--- config.mk ---
export PLATFORM = sky130hd
export DESIGN_NAME = mm_host_ctrl
export DESIGN_NICKNAME = d
export VERILOG_FILES = /design/src/rtl/mm_pkg.sv /design/src/rtl/mm_result_sender.sv /design/src/rtl/mm_host_ctrl.sv
export SDC_FILE = /design/constraint.sdc
export NUM_CORES = 1
export LEC_CHECK = 0
export ABC_AREA = 1
export CAP_MARGIN = 30
export CORE_ASPECT_RATIO = 2
export CORE_MARGIN = 1
export CORE_UTILIZATION = 40
export CTS_BUF_LIST = sky130_fd_sc_hd__clkbuf_8
export DETAILED_ROUTE_END_ITERATION = 10
export GPL_TIMING_DRIVEN = 0
export HOLD_SLACK_MARGIN = 0.12
export PLACE_DENSITY = 0.68
export SYNTH_ARGS = -nofsm -noshare
export SYNTH_HDL_FRONTEND = slang
export SYNTH_SLANG_ARGS = --single-unit
--- constraint.sdc ---
create_clock -name clk -period 2.3 [get_ports clk]
set_clock_uncertainty 0.1 [all_clocks]
set_input_delay 0.46 -clock clk [delete_from_list [all_inputs] [get_ports clk]]
set_output_delay 0.46 -clock clk [all_outputs]
set_load 0.05 [all_outputs]
--- src/rtl/mm_pkg.sv ---
// Shared types and default sizes for the matrix-multiply host sequencer,
// multiplier and operand/result buffers.
package mm_pkg;

    localparam int MM_N  = 2;
    localparam int MM_DW = 8;
    localparam int MM_RW = 16;

    localparam logic [7:0] SYNC_BYTE = 8'hA5;

    typedef enum logic [2:0] {
        ST_IDLE,
        ST_LOAD_A,
        ST_LOAD_B,
        ST_START,
        ST_COMPUTE,
        ST_READ,
        ST_SEND,
        ST_TX_WAIT
    } mm_ctrl_state_t;

    // Internal phases of the result sender; LATCH and GUARD are the
    // one-cycle sub-steps of READ and TX_WAIT.
    typedef enum logic [2:0] {
        SND_IDLE,
        SND_READ,
        SND_LATCH,
        SND_SEND,
        SND_GUARD,
        SND_WAIT
    } mm_send_state_t;

    function automatic int byte_idx_width(input int rw);
        return (rw / 8 > 1) ? $clog2(rw / 8) : 1;
    endfunction

endpackage

--- src/rtl/mm_result_sender.sv ---
// Reads each result element and streams it to the UART transmitter MSB first;
// pulses done after the last byte of the last element has left the transmitter.
module mm_result_sender
    import mm_pkg::*;
#(
    parameter int N  = MM_N,
    parameter int RW = MM_RW,
    parameter int AW = $clog2(N * N)
) (
    input  logic          clk,
    input  logic          rst,
    input  logic          start,
    output logic          done,
    output logic          rd_en,
    output logic [AW-1:0] rd_addr,
    input  logic [RW-1:0] rd_data,
    output logic [7:0]    tx_data,
    output logic          tx_start,
    input  logic          tx_busy
);

    localparam int NB  = RW / 8;
    localparam int BIW = byte_idx_width(RW);
    localparam logic [AW:0]    LAST_IDX  = (AW + 1)'(N * N - 1);
    localparam logic [BIW-1:0] LAST_BYTE = BIW'(NB - 1);

    mm_send_state_t state, state_next;
    logic [AW:0]    cnt, cnt_next;
    logic [BIW-1:0] byte_idx, byte_next;
    logic [RW-1:0]  shreg, shreg_next;

    always_ff @(posedge clk or posedge rst) begin
        if (rst) begin
            state    <= SND_IDLE;
            cnt      <= '0;
            byte_idx <= '0;
            shreg    <= '0;
        end else begin
            state    <= state_next;
            cnt      <= cnt_next;
            byte_idx <= byte_next;
            shreg    <= shreg_next;
        end
    end

    always_comb begin
        state_next = state;
        cnt_next   = cnt;
        byte_next  = byte_idx;
        shreg_next = shreg;
        done       = 1'b0;
        rd_en      = 1'b0;
        rd_addr    = '0;
        tx_data    = 8'h00;
        tx_start   = 1'b0;
        case (state)
            SND_IDLE: begin
                if (start) begin
                    cnt_next   = '0;
                    state_next = SND_READ;
                end
            end
            SND_READ: begin
                rd_en      = 1'b1;
                rd_addr    = cnt[AW-1:0];
                state_next = SND_LATCH;
            end
            // The result buffer answers exactly one cycle after rd_en.
            SND_LATCH: begin
                shreg_next = rd_data;
                byte_next  = LAST_BYTE;
                state_next = SND_SEND;
            end
            SND_SEND: begin
                if (!tx_busy) begin
                    tx_start   = 1'b1;
                    tx_data    = shreg[RW-1 -: 8];
                    state_next = SND_GUARD;
                end
            end
            // The transmitter may not raise tx_busy until a cycle after tx_start.
            SND_GUARD: begin
                state_next = SND_WAIT;
            end
            SND_WAIT: begin
                if (!tx_busy) begin
                    if (byte_idx != '0) begin
                        byte_next  = byte_idx - BIW'(1);
                        shreg_next = shreg << 8;
                        state_next = SND_SEND;
                    end else if (cnt < LAST_IDX) begin
                        cnt_next   = cnt + (AW + 1)'(1);
                        state_next = SND_READ;
                    end else begin
                        done       = 1'b1;
                        state_next = SND_IDLE;
                    end
                end
            end
            default: state_next = SND_IDLE;
        endcase
    end

endmodule

--- src/rtl/mm_host_ctrl.sv ---
// Host-side sequencer: loads A and B from the UART byte stream, starts the
// multiplier and hands the result phase to mm_result_sender.
module mm_host_ctrl
    import mm_pkg::*;
#(
    parameter int N  = MM_N,
    parameter int DW = MM_DW,
    parameter int RW = MM_RW,
    parameter int AW = $clog2(N * N)
) (
    input  logic          clk,
    input  logic          rst,
    input  logic [7:0]    rx_data,
    input  logic          rx_valid,
    output logic          wr_en,
    output logic          wr_sel,
    output logic [AW-1:0] wr_addr,
    output logic [DW-1:0] wr_data,
    output logic          mm_start,
    input  logic          mm_done,
    output logic          rd_en,
    output logic [AW-1:0] rd_addr,
    input  logic [RW-1:0] rd_data,
    output logic [7:0]    tx_data,
    output logic          tx_start,
    input  logic          tx_busy,
    output logic          busy,
    output logic          overrun
);

    localparam logic [AW:0] LAST_IDX = (AW + 1)'(N * N - 1);

    mm_ctrl_state_t state, state_next;
    logic [AW:0]    cnt;
    logic           snd_start;
    logic           snd_done;
    logic           sync_seen;
    logic           load_byte;
    logic           last_elem;

    assign sync_seen = rx_valid && (state == ST_IDLE) && (rx_data == SYNC_BYTE);
    assign load_byte = rx_valid && ((state == ST_LOAD_A) || (state == ST_LOAD_B));
    assign last_elem = (cnt == LAST_IDX);
    assign busy      = (state != ST_IDLE);

    always_ff @(posedge clk or posedge rst) begin
        if (rst) begin
            state <= ST_IDLE;
        end else begin
            state <= state_next;
        end
    end

    // ST_READ stands for the whole result phase; the sender walks through
    // READ/SEND/TX_WAIT itself and reports back with snd_done.
    always_comb begin
        state_next = state;
        snd_start  = 1'b0;
        case (state)
            ST_IDLE:    if (sync_seen) state_next = ST_LOAD_A;
            ST_LOAD_A:  if (load_byte && last_elem) state_next = ST_LOAD_B;
            ST_LOAD_B:  if (load_byte && last_elem) state_next = ST_START;
            ST_START:   state_next = ST_COMPUTE;
            ST_COMPUTE: begin
                if (mm_done) begin
                    snd_start  = 1'b1;
                    state_next = ST_READ;
                end
            end
            ST_READ:    if (snd_done) state_next = ST_IDLE;
            default:    state_next = ST_IDLE;
        endcase
    end

    // Registered write port and start strobe; overrun is sticky until the next SYNC.
    always_ff @(posedge clk or posedge rst) begin
        if (rst) begin
            cnt      <= '0;
            wr_en    <= 1'b0;
            wr_sel   <= 1'b0;
            wr_addr  <= '0;
            wr_data  <= '0;
            mm_start <= 1'b0;
            overrun  <= 1'b0;
        end else begin
            wr_en    <= load_byte;
            mm_start <= (state == ST_START);
            if (sync_seen) begin
                cnt     <= '0;
                overrun <= 1'b0;
            end else if (load_byte) begin
                wr_sel  <= (state == ST_LOAD_B);
                wr_addr <= cnt[AW-1:0];
                wr_data <= DW'(rx_data);
                cnt     <= last_elem ? '0 : cnt + (AW + 1)'(1);
            end else if (rx_valid && (state != ST_IDLE)) begin
                overrun <= 1'b1;
            end
        end
    end

    mm_result_sender #(
        .N  (N),
        .RW (RW),
        .AW (AW)
    ) u_sender (
        .clk      (clk),
        .rst      (rst),
        .start    (snd_start),
        .done     (snd_done),
        .rd_en    (rd_en),
        .rd_addr  (rd_addr),
        .rd_data  (rd_data),
        .tx_data  (tx_data),
        .tx_start (tx_start),
        .tx_busy  (tx_busy)
    );

endmodule

==> flow_summary.ini <==
[status]
status = complete, no violations

[critical_path]
r2r_end = u_sender.shreg[15]$_DFFE_PP0P_
cpPeakStageDelay_ns = 0.46
cp.buffers_inverters = 4
rr_startpoint = u_sender.state[1]$_DFFE_PP0P_
crit_required_ns = 1.74
cp_cell_sequence = inv_2 > nand3_2 > nor2_4 > clkinvlp_4 > buf_12 > nor2_4 > buf_6
reg2regPathDepth = 7
slowest_stage = dfrtp_2
path_delay_family = buffers and inverters
cp.depth = 7
reg2reg_slack_ns = 0.63
critPathArrivalTime_ns = 1.65
cp_max_fo = 8
criticalPathCategory = flip-flop to primary output
start_kind = flip-flop
endpoint_kind = primary output
cp_common_cell = nor2_4

[drt]
vias = 1917
ant_nets = 0
wire_per_inst_microns = 12.17
first_pass_iters = 4
drt_wl_total_mm = 4.769
drt-initial-drc-count = 28
via_per_inst = 4.890
drc_errors = 0

[grt]
grt_pass1_vias = 1893
grt_max_degree = 37
antenna_found_initial = 0
grt_pass1_wl_mm = 7.907
grt_usage = 0.1891
grt_overflow = 0

[synthesis]
synthSimpleGateAreaFrac = 0.2692
syn-cell-area_sq_um = 2180
seq_area_frac_synth = 0.4937
syn_nets = 302
ys_seq_elements = 43
synth_area_per_cell_sq_um = 8.043
synth_top_family_by_area = simple AND/OR/NAND/NOR gates
post_synth_xor_area_fraction = 0.004018
synth_fa_ha_area_frac = 0.01148
ys_types = 26
synth_compound_area_frac = 0.1183
yosysWarnings = 0
synthCells = 271
synthMuxAreaShare = 0

[clock_tree]
cts_num_sinks = 43
holdBufCountCts = 0
clk_path_buf_depth = 2
cts-root-buf = clkbuf_8
htree_levels = 2
clock_latency_ns = 0.29
clk_pin_slew_ns = 0.07
cts_tree = done
cts_buffers = 5

[timing]
period_needed_ns = 2.215
setup_viol = 0
fmax_ghz = 0.4515
relSlewSlack = 0.6543
rsz0062_at_grt = false
fin_setup_tns_ns = 0
report.final.slew_viol_count = 0
worstMarginPinSlew_ns = 0.5169
hold_viol = 0
holdWs_ns = 0.2816
fin_crit_sh = 0.9629

[place]
hpwl_mm = 3.749
io_buffers = 55
gp_congestion = 0.8461

[die]
dieArea_sq_um = 5766
coreArea_sq_um = 5185
fp.dieW_microns = 54.20
die_h_microns = 106.4
start_util = 0.4204
io_pins = 56
core.rowCount = 37

[min_path]
hp-class = primary input to asynchronous set/reset pin

[power_and_ir_drop]
power_switching_mw = 1.930
power.internal_mw = 2.044
sw_frac_of_total = 0.4857
peakVddDrop_mv = 0.8104
power_density_nw_per_um2 = 1319
leakage_nw = 1.454
combPwrFrac = 0.573
pwr-share-seq = 0.318
clkPwrFrac = 0.110

[finish]
antenna_cells = 0
area_delta_synth_final_pct = 38.23
nets = 366
drive_gt1_frac = 0.1886

[flow_run]
drv_cap = 0
[flip-flops by register name (all words and copies together), names as in the netlist, 2 cells and up]
| name | count |
|---|---|
| state | 3 |
| u_sender.shreg | 16 |
| wr_addr | 2 |
| u_sender.state | 3 |
| wr_data | 8 |
| u_sender.cnt | 3 |
| cnt | 3 |
[cell type report]
cell class / count / area [sq um]
fillers: 470 / 2172
flip-flops and latches: 43 / 1077
multi-input cells: 177 / 967.2
repair buffers: 57 / 594.3
inverters: 44 / 171.4
well taps: 58 / 72.57
clock buffers: 5 / 68.82
plain buffers: 7 / 57.56
clock inverters: 1 / 3.754
[how the worst max path moves through the flow]
stage / start / endpoint / slack (ns)
2_1_floorplan: u_sender.state[2]$_DFFE_PP0P_ / tx_data[0] / 0.008
3_3_place_gp: tx_busy / tx_data[2] / -0.62
3_5_place_dp: tx_busy / tx_data[2] / -0.62
4_1_cts: u_sender.state[1]$_DFFE_PP0P_ / rd_addr[0] / 0.009
5_1_grt: u_sender.state[2]$_DFFE_PP0P_ / tx_data[6] / 0.004
6_report: u_sender.state[2]$_DFFE_PP0P_ / tx_data[2] / 0.09
[cell usage after synthesis]
cell / number / area, sq um
a21boi_1: 1 / 7.510
a21oi_1: 5 / 25.02
a31oi_1: 1 / 6.260
and3_1: 1 / 6.260
buf_2: 4 / 20.02
buf_6: 2 / 22.52
buf_8: 1 / 15.01
clkinv_1: 1 / 3.750
dfrtp_1: 43 / 1076
ha_1: 2 / 25.02
inv_1: 38 / 142.6
inv_2: 4 / 15.01
inv_4: 1 / 6.260
nand2_1: 71 / 266.5
nand2_2: 2 / 12.51
nand3_1: 23 / 115.1
nand3_2: 1 / 10.01
nand4_1: 3 / 18.77
nor2_1: 27 / 101.4
nor2_2: 1 / 6.260
nor2_8: 2 / 40.04
nor3_1: 2 / 10.01
o21ai_0: 23 / 115.1
o21ai_2: 10 / 87.58
o21ai_4: 1 / 16.27
xor2_1: 1 / 8.760
[metrics by stage]
stage / total power, mW / util / area [sq um] / cells / setup slack [ns]
floorplan: 2.926 / - / 2263 / 271 / 0.008182
global placement: 3.525 / 0.5567 / 2887 / 384 / -0.6212
detailed placement: 3.560 / 0.5606 / 2907 / 385 / -0.6199
CTS: 4.020 / 0.5758 / 2985 / 392 / 0.008598
global route: 4.280 / 0.5811 / 3013 / 392 / 0.004418
finish: 3.973 / 0.5811 / 3013 / 392 / 0.08532
[cells in the final DEF (no fill, tap or decap)]
cell	Yosys	routed
inv_4	1	1
clkbuf_8	0	5
clkinv_1	1	1
clkbuf_2	0	1
o21ai_2	10	10
nor3_1	2	1
nand3_2	1	2
and3_1	1	1
xor2_1	1	1
dfrtp_1	43	42
inv_2	4	6
nand2_2	2	2
nor2_1	27	16
nor2_4	0	9
dlygate4sd2_1	0	2
nand2_1	71	71
buf_12	0	2
clkdlybuf4s15_2	0	1
nor2_8	2	2
clkdlybuf4s50_1	0	42
clkdlybuf4s15_1	0	1
dfrtp_2	0	1
nand3_1	23	22
a21oi_1	5	5
nand4_1	3	3
nor2_2	1	3
buf_6	2	10
o21ai_4	1	1
o21ai_0	23	23
a21boi_1	1	1
clkinvlp_4	0	1
buf_2	4	4
inv_1	38	36
nor3_4	0	1
ha_1	2	2
buf_8	1	1
a31oi_1	1	1
[worst reg2reg max path, cell delays in order (launching register included)]
cell and delay [ns]:
dfrtp_1 0.47, inv_2 0.09, nand3_2 0.09, o21ai_4 0.33, inv_4 0.08, nor2_8 0.15
buf_6 0.19, o21ai_2 0.06
[cells by family (layout without fill, tap and decap cells)]
| logic type | after synthesis | in the layout |
|---|---|---|
| AND/OR/NAND/NOR | 133 | 133 |
| adder cells (fa/ha/maj) | 2 | 2 |
| flip-flops | 43 | 43 |
| XOR/XNOR | 1 | 1 |
| buffers and inverters | 51 | 114 |
| AO/OA/AOI/OAI | 41 | 41 |
[power groups by stage]
stage	clock network [mW]	registers (mW)	logic (mW)
after detailed placement	0	1.27	2.29
final	0.436	1.26	2.28
after CTS	0.462	1.26	2.30
after floorplan	0	1.59	1.33
after global routing	0.476	1.31	2.50
after global placement	0	1.26	2.26
[per-layer routing]
| metal | vias to the layer above | track usage | routed length, microns |
|---|---|---|---|
| li1 | 972 | - | - |
| met2 | 48 | 0.3580 | 2775 |
| met1 | 889 | 0.1730 | 1665 |
| met5 | - | 0 | 0 |
| met3 | 8 | 0.04864 | 219 |
| met4 | 0 | 0.07692 | 109 |
[what timing repair did]
action,4_1_cts,5_1_grt
hold endpoints to repair,0,0
setup endpoints to repair,13,10
buffers inserted,1,0
gates resized for setup,59,11
(Power assumes the default switching activity.)
